`config.mk`:
```
export PLATFORM = sky130hd
export DESIGN_NAME = overlap_add_flat
export DESIGN_NICKNAME = d
export VERILOG_FILES = /design/src/rtl/audio_pkg.sv /design/src/rtl/overlap_add_if.sv /design/src/rtl/ola_sat.sv /design/src/rtl/overlap_add.sv /design/src/flat_wrapper.sv
export SDC_FILE = /design/constraint.sdc
export NUM_CORES = 2
export LEC_CHECK = 0
export BUFFER_PORTS_ARGS = -buffer_cell sky130_fd_sc_hd__buf_4
export CAP_MARGIN = 40
export CORE_UTILIZATION = 55
export CTS_CLUSTER_SIZE = 10
export DETAILED_ROUTE_END_ITERATION = 10
export HOLD_SLACK_MARGIN = 0.15
export PLACE_DENSITY_LB_ADDON = 0.1
export SYNTH_ARGS = -nofsm -noshare
export SYNTH_HDL_FRONTEND = slang
export SYNTH_SLANG_ARGS = --single-unit
```
`constraint.sdc`:
```
create_clock -name mclk -period 10 [get_ports mclk]
set_clock_uncertainty 0.2 [all_clocks]
set_input_delay 1 -clock mclk [delete_from_list [all_inputs] [get_ports mclk]]
set_output_delay 1 -clock mclk [all_outputs]
set_load 0.1 [all_outputs]
```
`src/rtl/audio_pkg.sv`:
```
// Shared audio-path constants: default sample width, frame length and the
// two-state frame-collection FSM encoding.
package audio_pkg;

   localparam int DATA_W_DEF    = 16;
   localparam int FRAME_LEN_DEF = 64;

   typedef logic [0:0] state_t;
   localparam state_t IDLE    = 1'b0;
   localparam state_t COLLECT = 1'b1;

endpackage

```
`src/rtl/overlap_add_if.sv`:
```
// Frame-in / DAC-out signal bundle for overlap_add; the producer side drives
// the frame stream and sample tick, the consumer side returns sample and flags.
interface overlap_add_if #(
   parameter int DATA_W = 16
);
   logic                     sample_tick;
   logic                     frame_start;
   logic                     frame_valid;
   logic signed [DATA_W-1:0] frame_data;
   logic signed [DATA_W-1:0] dac_data;
   logic                     frame_done;
   logic                     late;
   logic                     overrun;

   modport master (
      output sample_tick, frame_start, frame_valid, frame_data,
      input  dac_data, frame_done, late, overrun
   );

   modport slave (
      input  sample_tick, frame_start, frame_valid, frame_data,
      output dac_data, frame_done, late, overrun
   );
endinterface

```
`src/rtl/ola_sat.sv`:
```
// Output stage: arithmetic right shift of an accumulator word, then clamp
// (OVERLAP_ADD_SAT_EN defined) or two's-complement truncate to DATA_W bits.
module ola_sat #(
   parameter int ACC_W  = 20,
   parameter int DATA_W = 16,
   parameter int SHIFT  = 2
) (
   input  logic signed [ACC_W-1:0]  acc_val,
   output logic signed [DATA_W-1:0] out_val
);

   logic signed [ACC_W-1:0] shifted;

   assign shifted = acc_val >>> SHIFT;

`ifdef OVERLAP_ADD_SAT_EN
   localparam logic signed [ACC_W-1:0] MAX_V =
      {{(ACC_W-DATA_W+1){1'b0}}, {(DATA_W-1){1'b1}}};
   localparam logic signed [ACC_W-1:0] MIN_V =
      {{(ACC_W-DATA_W+1){1'b1}}, {(DATA_W-1){1'b0}}};

   always_comb begin
      if (shifted > MAX_V)      out_val = MAX_V[DATA_W-1:0];
      else if (shifted < MIN_V) out_val = MIN_V[DATA_W-1:0];
      else                      out_val = shifted[DATA_W-1:0];
   end
`else
   logic unused_hi;

   assign out_val   = shifted[DATA_W-1:0];
   assign unused_hi = ^shifted[ACC_W-1:DATA_W];
`endif

endmodule

```
`src/rtl/overlap_add.sv`:
```
// Overlap-add frame reassembly: sliding accumulator with add-at-playback-
// position, one sample shifted out per sample_tick. Saturation: OVERLAP_ADD_SAT_EN.
module overlap_add
   import audio_pkg::*;
#(
   parameter int FRAME_LEN = FRAME_LEN_DEF,
   parameter int DATA_W    = DATA_W_DEF,
   parameter int ACC_W     = 20,
   parameter int SHIFT     = 2
) (
   input logic          mclk,
   input logic          rst,
   overlap_add_if.slave bus
);

   localparam int IDX_W = $clog2(FRAME_LEN);

   state_t                   state;
   logic [IDX_W-1:0]         wr_idx;
   logic [IDX_W:0]           drift;
   logic signed [ACC_W-1:0]  acc [FRAME_LEN];
   logic signed [DATA_W-1:0] dac_q;
   logic                     done_q, late_q, overrun_q;

   logic signed [IDX_W+1:0]  target;
   logic signed [ACC_W-1:0]  data_ext, out_unused;
   logic signed [DATA_W-1:0] out_val;
   logic [IDX_W-1:0]         src_idx, dst_idx;
   logic                     accept, wr_last, add_en, add_late;

   assign target   = $signed({2'b00, wr_idx}) - $signed({1'b0, drift});
   assign data_ext = {{(ACC_W-DATA_W){bus.frame_data[DATA_W-1]}}, bus.frame_data};
   assign accept   = (state == COLLECT) && bus.frame_valid && !bus.frame_start;
   assign wr_last  = accept && (wr_idx == IDX_W'(FRAME_LEN-1));

   // NOTE: every output of this block gets a default first, so no latch can form.
   always_comb begin
      add_en   = 1'b0;
      add_late = 1'b0;
      src_idx  = '0;
      dst_idx  = '0;
      if (accept) begin
         if (target[IDX_W+1] || (bus.sample_tick && target == '0)) begin
            add_late = 1'b1;
         end else begin
            add_en  = 1'b1;
            src_idx = target[IDX_W-1:0];
            dst_idx = bus.sample_tick ? src_idx - IDX_W'(1) : src_idx;
         end
      end
   end

   ola_sat #(.ACC_W(ACC_W), .DATA_W(DATA_W), .SHIFT(SHIFT)) u_sat (
      .acc_val (acc[0]),
      .out_val (out_val)
   );

   // NOTE: the accumulator is small and must read as silence after reset, so it is reset like any other register.
   always_ff @(posedge mclk or negedge rst) begin
      if (!rst) begin
         state     <= IDLE;
         wr_idx    <= '0;
         drift     <= '0;
         dac_q     <= '0;
         done_q    <= 1'b0;
         late_q    <= 1'b0;
         overrun_q <= 1'b0;
         for (int k = 0; k < FRAME_LEN; k++) acc[k] <= '0;
      end else begin
         done_q <= wr_last;
         if (add_late) late_q <= 1'b1;

         if (bus.frame_start) begin
            if (state == COLLECT) overrun_q <= 1'b1;
            state  <= COLLECT;
            wr_idx <= '0;
            drift  <= '0;
         end else begin
            if (accept)  wr_idx <= wr_idx + IDX_W'(1);
            if (wr_last) state  <= IDLE;
            if (state == COLLECT && bus.sample_tick && drift != (IDX_W+1)'(FRAME_LEN))
               drift <= drift + (IDX_W+1)'(1);
         end

         if (bus.sample_tick) begin
            dac_q <= out_val;
            for (int k = 0; k < FRAME_LEN-1; k++) acc[k] <= acc[k+1];
            acc[FRAME_LEN-1] <= '0;
         end
         // NOTE: non-blocking updates resolve last-wins, so the add overrides the shifted copy of its slot.
         if (add_en) acc[dst_idx] <= acc[src_idx] + data_ext;
      end
   end

   assign out_unused       = '0;
   assign bus.dac_data     = dac_q;
   assign bus.frame_done   = done_q;
   assign bus.late         = late_q;
   assign bus.overrun      = overrun_q;

endmodule

```
`src/flat_wrapper.sv`:
```
// flat-port wrapper written by rule: the top's interface ports become plain ports
module overlap_add_flat import audio_pkg::*;
#(
   parameter int FRAME_LEN = FRAME_LEN_DEF,
   parameter int DATA_W    = DATA_W_DEF,
   parameter int ACC_W     = 20,
   parameter int SHIFT     = 2
)
  (mclk, rst, bus_sample_tick, bus_frame_start, bus_frame_valid, bus_frame_data, bus_dac_data, bus_frame_done, bus_late, bus_overrun);
  overlap_add_if #(.DATA_W(DATA_W)) bus_i ();
  input logic mclk;
  input logic rst;
  input wire logic [$bits(bus_i.sample_tick)-1:0] bus_sample_tick;
  input wire logic [$bits(bus_i.frame_start)-1:0] bus_frame_start;
  input wire logic [$bits(bus_i.frame_valid)-1:0] bus_frame_valid;
  input wire logic [$bits(bus_i.frame_data)-1:0] bus_frame_data;
  output wire logic [$bits(bus_i.dac_data)-1:0] bus_dac_data;
  output wire logic [$bits(bus_i.frame_done)-1:0] bus_frame_done;
  output wire logic [$bits(bus_i.late)-1:0] bus_late;
  output wire logic [$bits(bus_i.overrun)-1:0] bus_overrun;
  assign bus_i.sample_tick = bus_sample_tick;
  assign bus_i.frame_start = bus_frame_start;
  assign bus_i.frame_valid = bus_frame_valid;
  assign bus_i.frame_data = bus_frame_data;
  assign bus_dac_data = bus_i.dac_data;
  assign bus_frame_done = bus_i.frame_done;
  assign bus_late = bus_i.late;
  assign bus_overrun = bus_i.overrun;
  overlap_add #(.FRAME_LEN(FRAME_LEN), .DATA_W(DATA_W), .ACC_W(ACC_W), .SHIFT(SHIFT)) u_core (.mclk(mclk), .rst(rst), .bus(bus_i));
endmodule
```
== Yosys cells after proc, flatten, opt, wreduce, memory -nomap -nowiden ==
Cells that the tools add are included.
Word-level totals
  latch bits: 0
  input bits: 21
  register bits after elaboration: 1313
  memories: 0
  output and inout port bits: 19
  ROM bits: 0
  logic and storage cells: 120
  memory bits (writable): 0
Cells by class
  div/mod/pow operators: 0
  add/sub/neg operators: 5
  reduce and logical (&&, ||, !) cells: 14
  bitwise gates (word level): 2
  multiply operators: 0
  multiplexer cells: 23
  shift operators: 0
  eq/ne operators: 2
  magnitude comparators: 3
Operators by type and width (number)
  1280-bit two-way mux: 2
  1280-bit bitwise mux: 1
  20-bit binary-select mux with 6-bit select: 1
  20-bit demux with 6-bit select: 1
  20-bit two-way mux: 3
  6-bit two-way mux: 7
  20-bit by 16-bit adder with 20-bit output: 1
  7-bit greater-or-equal comparator (second input constant): 2
  7-bit two-way mux: 2
  6-bit inverter with 7-bit output: 2
  8-bit logical NOT: 1
  6-bit by 7-bit subtractor with 8-bit output: 1
  7-bit by 1-bit adder with 7-bit output (second input constant): 1
  1-bit logical AND: 7
  7-bit by 1-bit < comparator with 1-bit output (second input constant): 1
  7-bit != test (second input constant): 1
  6-bit by 1-bit adder with 6-bit output (second input constant): 1
  6-bit equality test (second input constant): 1
  1-bit two-way mux: 6
  2-bit nonzero test: 3
  6-bit by 1-bit subtractor with 6-bit output (second input constant): 1
  2-bit AND reduction: 1
  1-bit logical NOT: 1
  1-bit logical OR: 1

== Depth between registers and ports, before layout ==
  depth after elaboration: 13
  mapped depth: 35
  depth with buffers taken out: 27

== Cells and area by module ==
A second synthesis with hierarchy kept.
Second synthesis, totals
  cells, all modules: 8699
  area total of the unflattened synthesis: 75092.0 um2
By module, submodules not included
  overlap_add: times used 1, cells each 8683, area an instance 74971.9 um2
  ola_sat: times used 1, cells each 16, area an instance 120.1 um2

== Worst setup path before layout ==
No wires, ideal clock.
  path type: flip-flop to flip-flop
  start: register u_core.wr_idx[0]
  end: register u_core.acc[957] in the netlist's numbering
  arrival: 6776 ps
  slack: 2930 ps
  clock period less this slack: 7070 ps
  stages on the path, launching flop included: 32
  setup time: 93 ps
  required time: 9707 ps
  path through: dfrtp_1 -> inv_1 -> ha_1 -> inv_1 -> fa_1 -> inv_1 -> clkbuf_1 -> ha_1 -> nand3_1 -> nor2_1 -> o2111a_1 -> buf_2 -> buf_4 -> nor3_4 -> buf_6 -> buf_4 -> mux4_2 -> a221o_1 -> o21ai_0 -> a21oi_1 -> ha_1 -> o21a_1 -> a2111oi_2 -> o31ai_1 -> o31ai_2 -> o311ai_1 -> a31oi_1 -> nor2_1 -> mux2i_2 -> nand2_2 -> buf_4 -> o31ai_2
Between the ends
  cells in the longest elaborated chain, start to end: 13
  elaborated cells between the ends (all ways): 25
  classes of those cells: add/sub: 3; order compare: 2; mux: 14; bitwise: 2; reduce/logical: 4
RTL lines
  from (decl): line overlap_add.sv:19  | logic [IDX_W-1:0] wr_idx;
  from (signal assigned): line overlap_add.sv:79  | if (accept) wr_idx <= wr_idx + IDX_W'(1);
  6-bit by 7-bit subtractor with 8-bit output *: line overlap_add.sv:31  | assign target = $signed({2'b00, wr_idx}) - $signed({1'b0, drift});
  8-bit logical NOT: line overlap_add.sv:43  | if (target[IDX_W+1] || (bus.sample_tick && target == '0)) begin
  1-bit logical AND: line overlap_add.sv:43
  1-bit logical OR: line overlap_add.sv:43
  6-bit two-way mux: line overlap_add.sv:43
  6-bit two-way mux: line overlap_add.sv:42  | if (accept) begin
  6-bit inverter with 7-bit output (implied by the code): line overlap_add.sv:91  | if (add_en) acc[dst_idx] <= acc[src_idx] + data_ext;
  20-bit binary-select mux with 6-bit select (tied with other cells): line overlap_add.sv:91
  20-bit two-way mux (implied by the code) / 1-bit logical AND (equally long branches): line overlap_add.sv:91
  20-bit two-way mux (implied by the code): line overlap_add.sv:91
  20-bit by 16-bit adder with 20-bit output / 20-bit demux with 6-bit select (equally long branches): line overlap_add.sv:91
  1280-bit bitwise mux: line overlap_add.sv:91
  1280-bit two-way mux *: line overlap_add.sv:91
  to (signal, indexed assignment): line overlap_add.sv:91
  to (decl): line overlap_add.sv:21  | logic signed [ACC_W-1:0] acc [FRAME_LEN];
Every way passes the cells marked *; elsewhere a longest branch is shown, timed or not. The select of a mux whose other input is x is not followed.
A chain may end at the register's enable or synchronous reset.

== Worst setup path after layout ==
  start: register u_core.wr_idx[0]
  end: register u_core.acc[677] in the netlist's numbering
The elaborated chain is that of the path after synthesis.

==> impl_results.md <==
- Worst slew pin tran: 1.240 ns
- DRC: 0
- Critical Path RT: 10.48 ns
- Starting DRC count in detailed routing: 7014
- Top FF cell, synth: dfrtp_1
- Post-DRT Antenna Nets: 0
- Cts bufs inserted: 141
- Leading cell type in the layout, fill and taps excluded: dfrtp_1
- Leakage: 0.03384 uW
- CP Data Arrival Time: 9.90 ns
- Final std cells w/o fill: 8372
- Die height: 348.4 um
- R2R depth: 30
- Via Count: 55370
- GPL Wtd Cong: 0.9708
- Sequential-to-total area share from yosys stat: 0.4495
- Wire per inst: 28.38 um
- Hold crit path type: reg -> reg
- Status: finished, final reports clean
- Hold path cells: 1
- Clk_lat worst skew: 0.81 ns
- Layout Nets: 6775
- Site Rows: 126
- Worst-path fanout max: 26
- Slew HR: 0.1732
- Final setup viols: 0
- Root Driver: clkbuf_16
- Crit-path slowest cell: nand2_2
- Ys async rst share: 1.000
- Clock H-tree levels: 4
- RR Endpoint: u_core.acc[677]
- CTS resizes: 0
- Register bit count reported by yosys: 1185
- Hold_sp: u_core.bus.overrun
- Sw frac: 0.3843
- Synth Net Count: 7002
- Cells after Synth: 6951
- Crit path launch type: register
- P&R area growth vs syn: 10.44%
- Syn avg cell area: 9.492 sq um
- Share of post-route cells with drive strength above 1: 0.1198
- Total internal power: 9625 uW
- Sequential Power Share: 0.387
- Worst r2r src: u_core.wr_idx[0]
- Combinational share of power: 0.307
- Avg Vias per Cell: 6.613
- Worst VDD drop: 212.7 uV
- Clock-pin slew on the worst setup and hold paths: 0.07 ns
- Die width: 348.4 um
- Max_cap viols: 0
- Hold EP: u_core.bus.overrun
- Vias in the first global route: 52540
- DP Cell Count: 8177
- Clock Power Share: 0.306
- Yosys cell types: 84
- Tcrit/Tclk final: 0.9417
- CTS Sinks: 1185
- Max Fclk: 106.2 MHz
- Most frequent CP cell: buf_4
- Most frequent cells in the layout: 1185 x dfrtp_1, 1058 x mux2i_1, 881 x nand2_1, 812 x a21oi_1, 766 x nor2_1
- Fin. max-slew vios: 0
- CTS tree: yes
- Antenna violations before repair: 7
- Nature of the critical path endpoint: register
- Final-report hold violation count: 0
- CP max stage delay: 0.60 ns
- DR pass1 iterations: 6
- PwrDens: 214.5 nW/um^2
- Fin crit period: 9.417 ns
- DP HPWL: 148700 um
- Starting Density: 0.5565
- CP startpoint: u_core.wr_idx[0]
- Die area: 121300 sq um
- Post-Syn Area: 65980 sq um
- GR Util All Layers: 0.3916
- I/O Buffers: 39
- Placeable Area: 118600 sq um
- Overflow after GRT: 0
- Top Ports: 40
- Largest net degree at the start of global routing: 163
- YS warnings: 0
- Fill count: 10060
- Setup CP Type: reg -> reg
- RSZ-0062 raised after global routing: false
- Setup TNS: 0 ns
- Net Sw Power: 6007 uW
- Post-synth EDFFs: 0
- CTS Buffer Depth: 3
- First-pass GRT wire length: 352900 um
- Final wirelength: 237600 um
- Internal reg-to-reg setup slack: 0.58 ns
-- worst max-delay path, delay by kind of cell (launching register included) --
family | cells | cell delay (ns)
AO/OA/AOI/OAI | 11 | 3.21
flip-flops | 1 | 0.39
buffers and inverters | 7 | 1.36
adder cells (fa/ha/maj) | 4 | 1.30
AND/OR/NAND/NOR | 6 | 1.70
multiplexers | 2 | 1.13
-- layer usage --
layer,wire length [um],GRT usage,share of wire
met1,97030,0.5494,0.41
met2,101200,0.5661,0.43
met3,25170,0.08516,0.11
met4,14120,0.2125,0.059
met5,40,0,0.00017
-- sequential cells by signal, indices dropped and copies added, names as in the netlist --
register,flops
u_core.drift,7
u_core.bus.late,1
u_core.acc,1152
u_core.bus.overrun,1
u_core.bus.dac_data,16
u_core.bus.frame_done,1
u_core.wr_idx,6
u_core.state,1
-- worst max path at each step --
stage | end | cells after the start
global route | u_core.acc[717] | 30
finish | u_core.acc[677] | 30
CTS | u_core.acc[1057] | 28
global placement | u_core.acc[1097] | 27
detailed placement | u_core.acc[1057] | 28
floorplan | u_core.acc[957] | 31
-- area by class of cell --
class / count / area, sq um / share of cell area
Multi-Input combinational cell: 5098 / 34160 / 0.4689
Sequential cell: 1185 / 29650 / 0.4070
Clock buffer: 180 / 3872 / 0.05315
Timing Repair Buffer: 274 / 2909 / 0.03992
Tap cell: 1600 / 2002 / 0.02747
Clock inverter: 10 / 162.7 / 0.002232
Inverter: 24 / 97.59 / 0.001339
Antenna cell: 1 / 2.502 / 0.00003434
-- synth_stat cells, types with 20 or more instances --
library cell / number / area share
nand2_1: 888 / 0.051
mux2_2: 109 / 0.019
dfrtp_1: 1185 / 0.45
clkbuf_1: 541 / 0.031
a211oi_1: 55 / 0.0063
buf_1: 45 / 0.0026
buf_2: 45 / 0.0034
a21oi_1: 812 / 0.062
xnor2_1: 25 / 0.0033
inv_1: 23 / 0.0013
mux4_2: 131 / 0.045
a221o_1: 20 / 0.0030
o21ai_0: 529 / 0.040
o31ai_2: 21 / 0.0040
or2_2: 20 / 0.0019
a221oi_1: 34 / 0.0045
a311oi_1: 39 / 0.0052
o221ai_1: 26 / 0.0035
ha_1: 28 / 0.0053
nor3_1: 34 / 0.0026
mux2i_1: 1058 / 0.16
nor2_1: 784 / 0.045
o22ai_1: 36 / 0.0034
nand3_1: 131 / 0.0099
a31oi_1: 51 / 0.0048
-- power groups by stage --
| stage | Clock (uW) | Sequential, uW | Combinational [uW] |
|---|---|---|---|
| floorplan | 0 | 6050 | 2760 |
| global placement | 0 | 6090 | 4550 |
| detailed placement | 0 | 6100 | 4680 |
| CTS | 4830 | 6020 | 4690 |
| global route | 5020 | 6100 | 5040 |
| finish | 4790 | 6050 | 4790 |
-- through the flow --
| step | utilization | hold WS (ns) | cell area (sq um) | worst slack [ns] | total power, uW |
|---|---|---|---|---|---|
| finish | 0.6146 | 0.2756 | 72860 | 0.5826 | 15630 |
| global route | 0.6146 | 0.3106 | 72860 | 0.2774 | 16160 |
| CTS | 0.6144 | 0.2670 | 72840 | 0.7686 | 15550 |
| detailed placement | 0.5803 | 0.2691 | 68800 | 0.8080 | 10780 |
| global placement | 0.5718 | 0.2564 | 67790 | 0.7876 | 10630 |
| floorplan | - | 0.2814 | 65980 | 2.930 | 8817 |
-- cells by family (layout without fill, tap and decap cells) --
| group | Yosys count | after routing | share of synthesized area |
|---|---|---|---|
| fa+ha+maj | 30 | 30 | 0.005917 |
| xor+xnor | 39 | 39 | 0.005405 |
| simple gates | 1956 | 1956 | 0.1196 |
| compound gates | 1774 | 1774 | 0.1557 |
| other cells | 0 | 1 | 0 |
| mux | 1299 | 1299 | 0.2240 |
| buf+inv | 668 | 488 | 0.03982 |
| flops | 1185 | 1185 | 0.4495 |
-- timing repair --
item,CTS,global route
hold endpoints to repair,128,0
hold buffers,1,0
setup buffers,0,0
(Power assumes the default switching activity.)
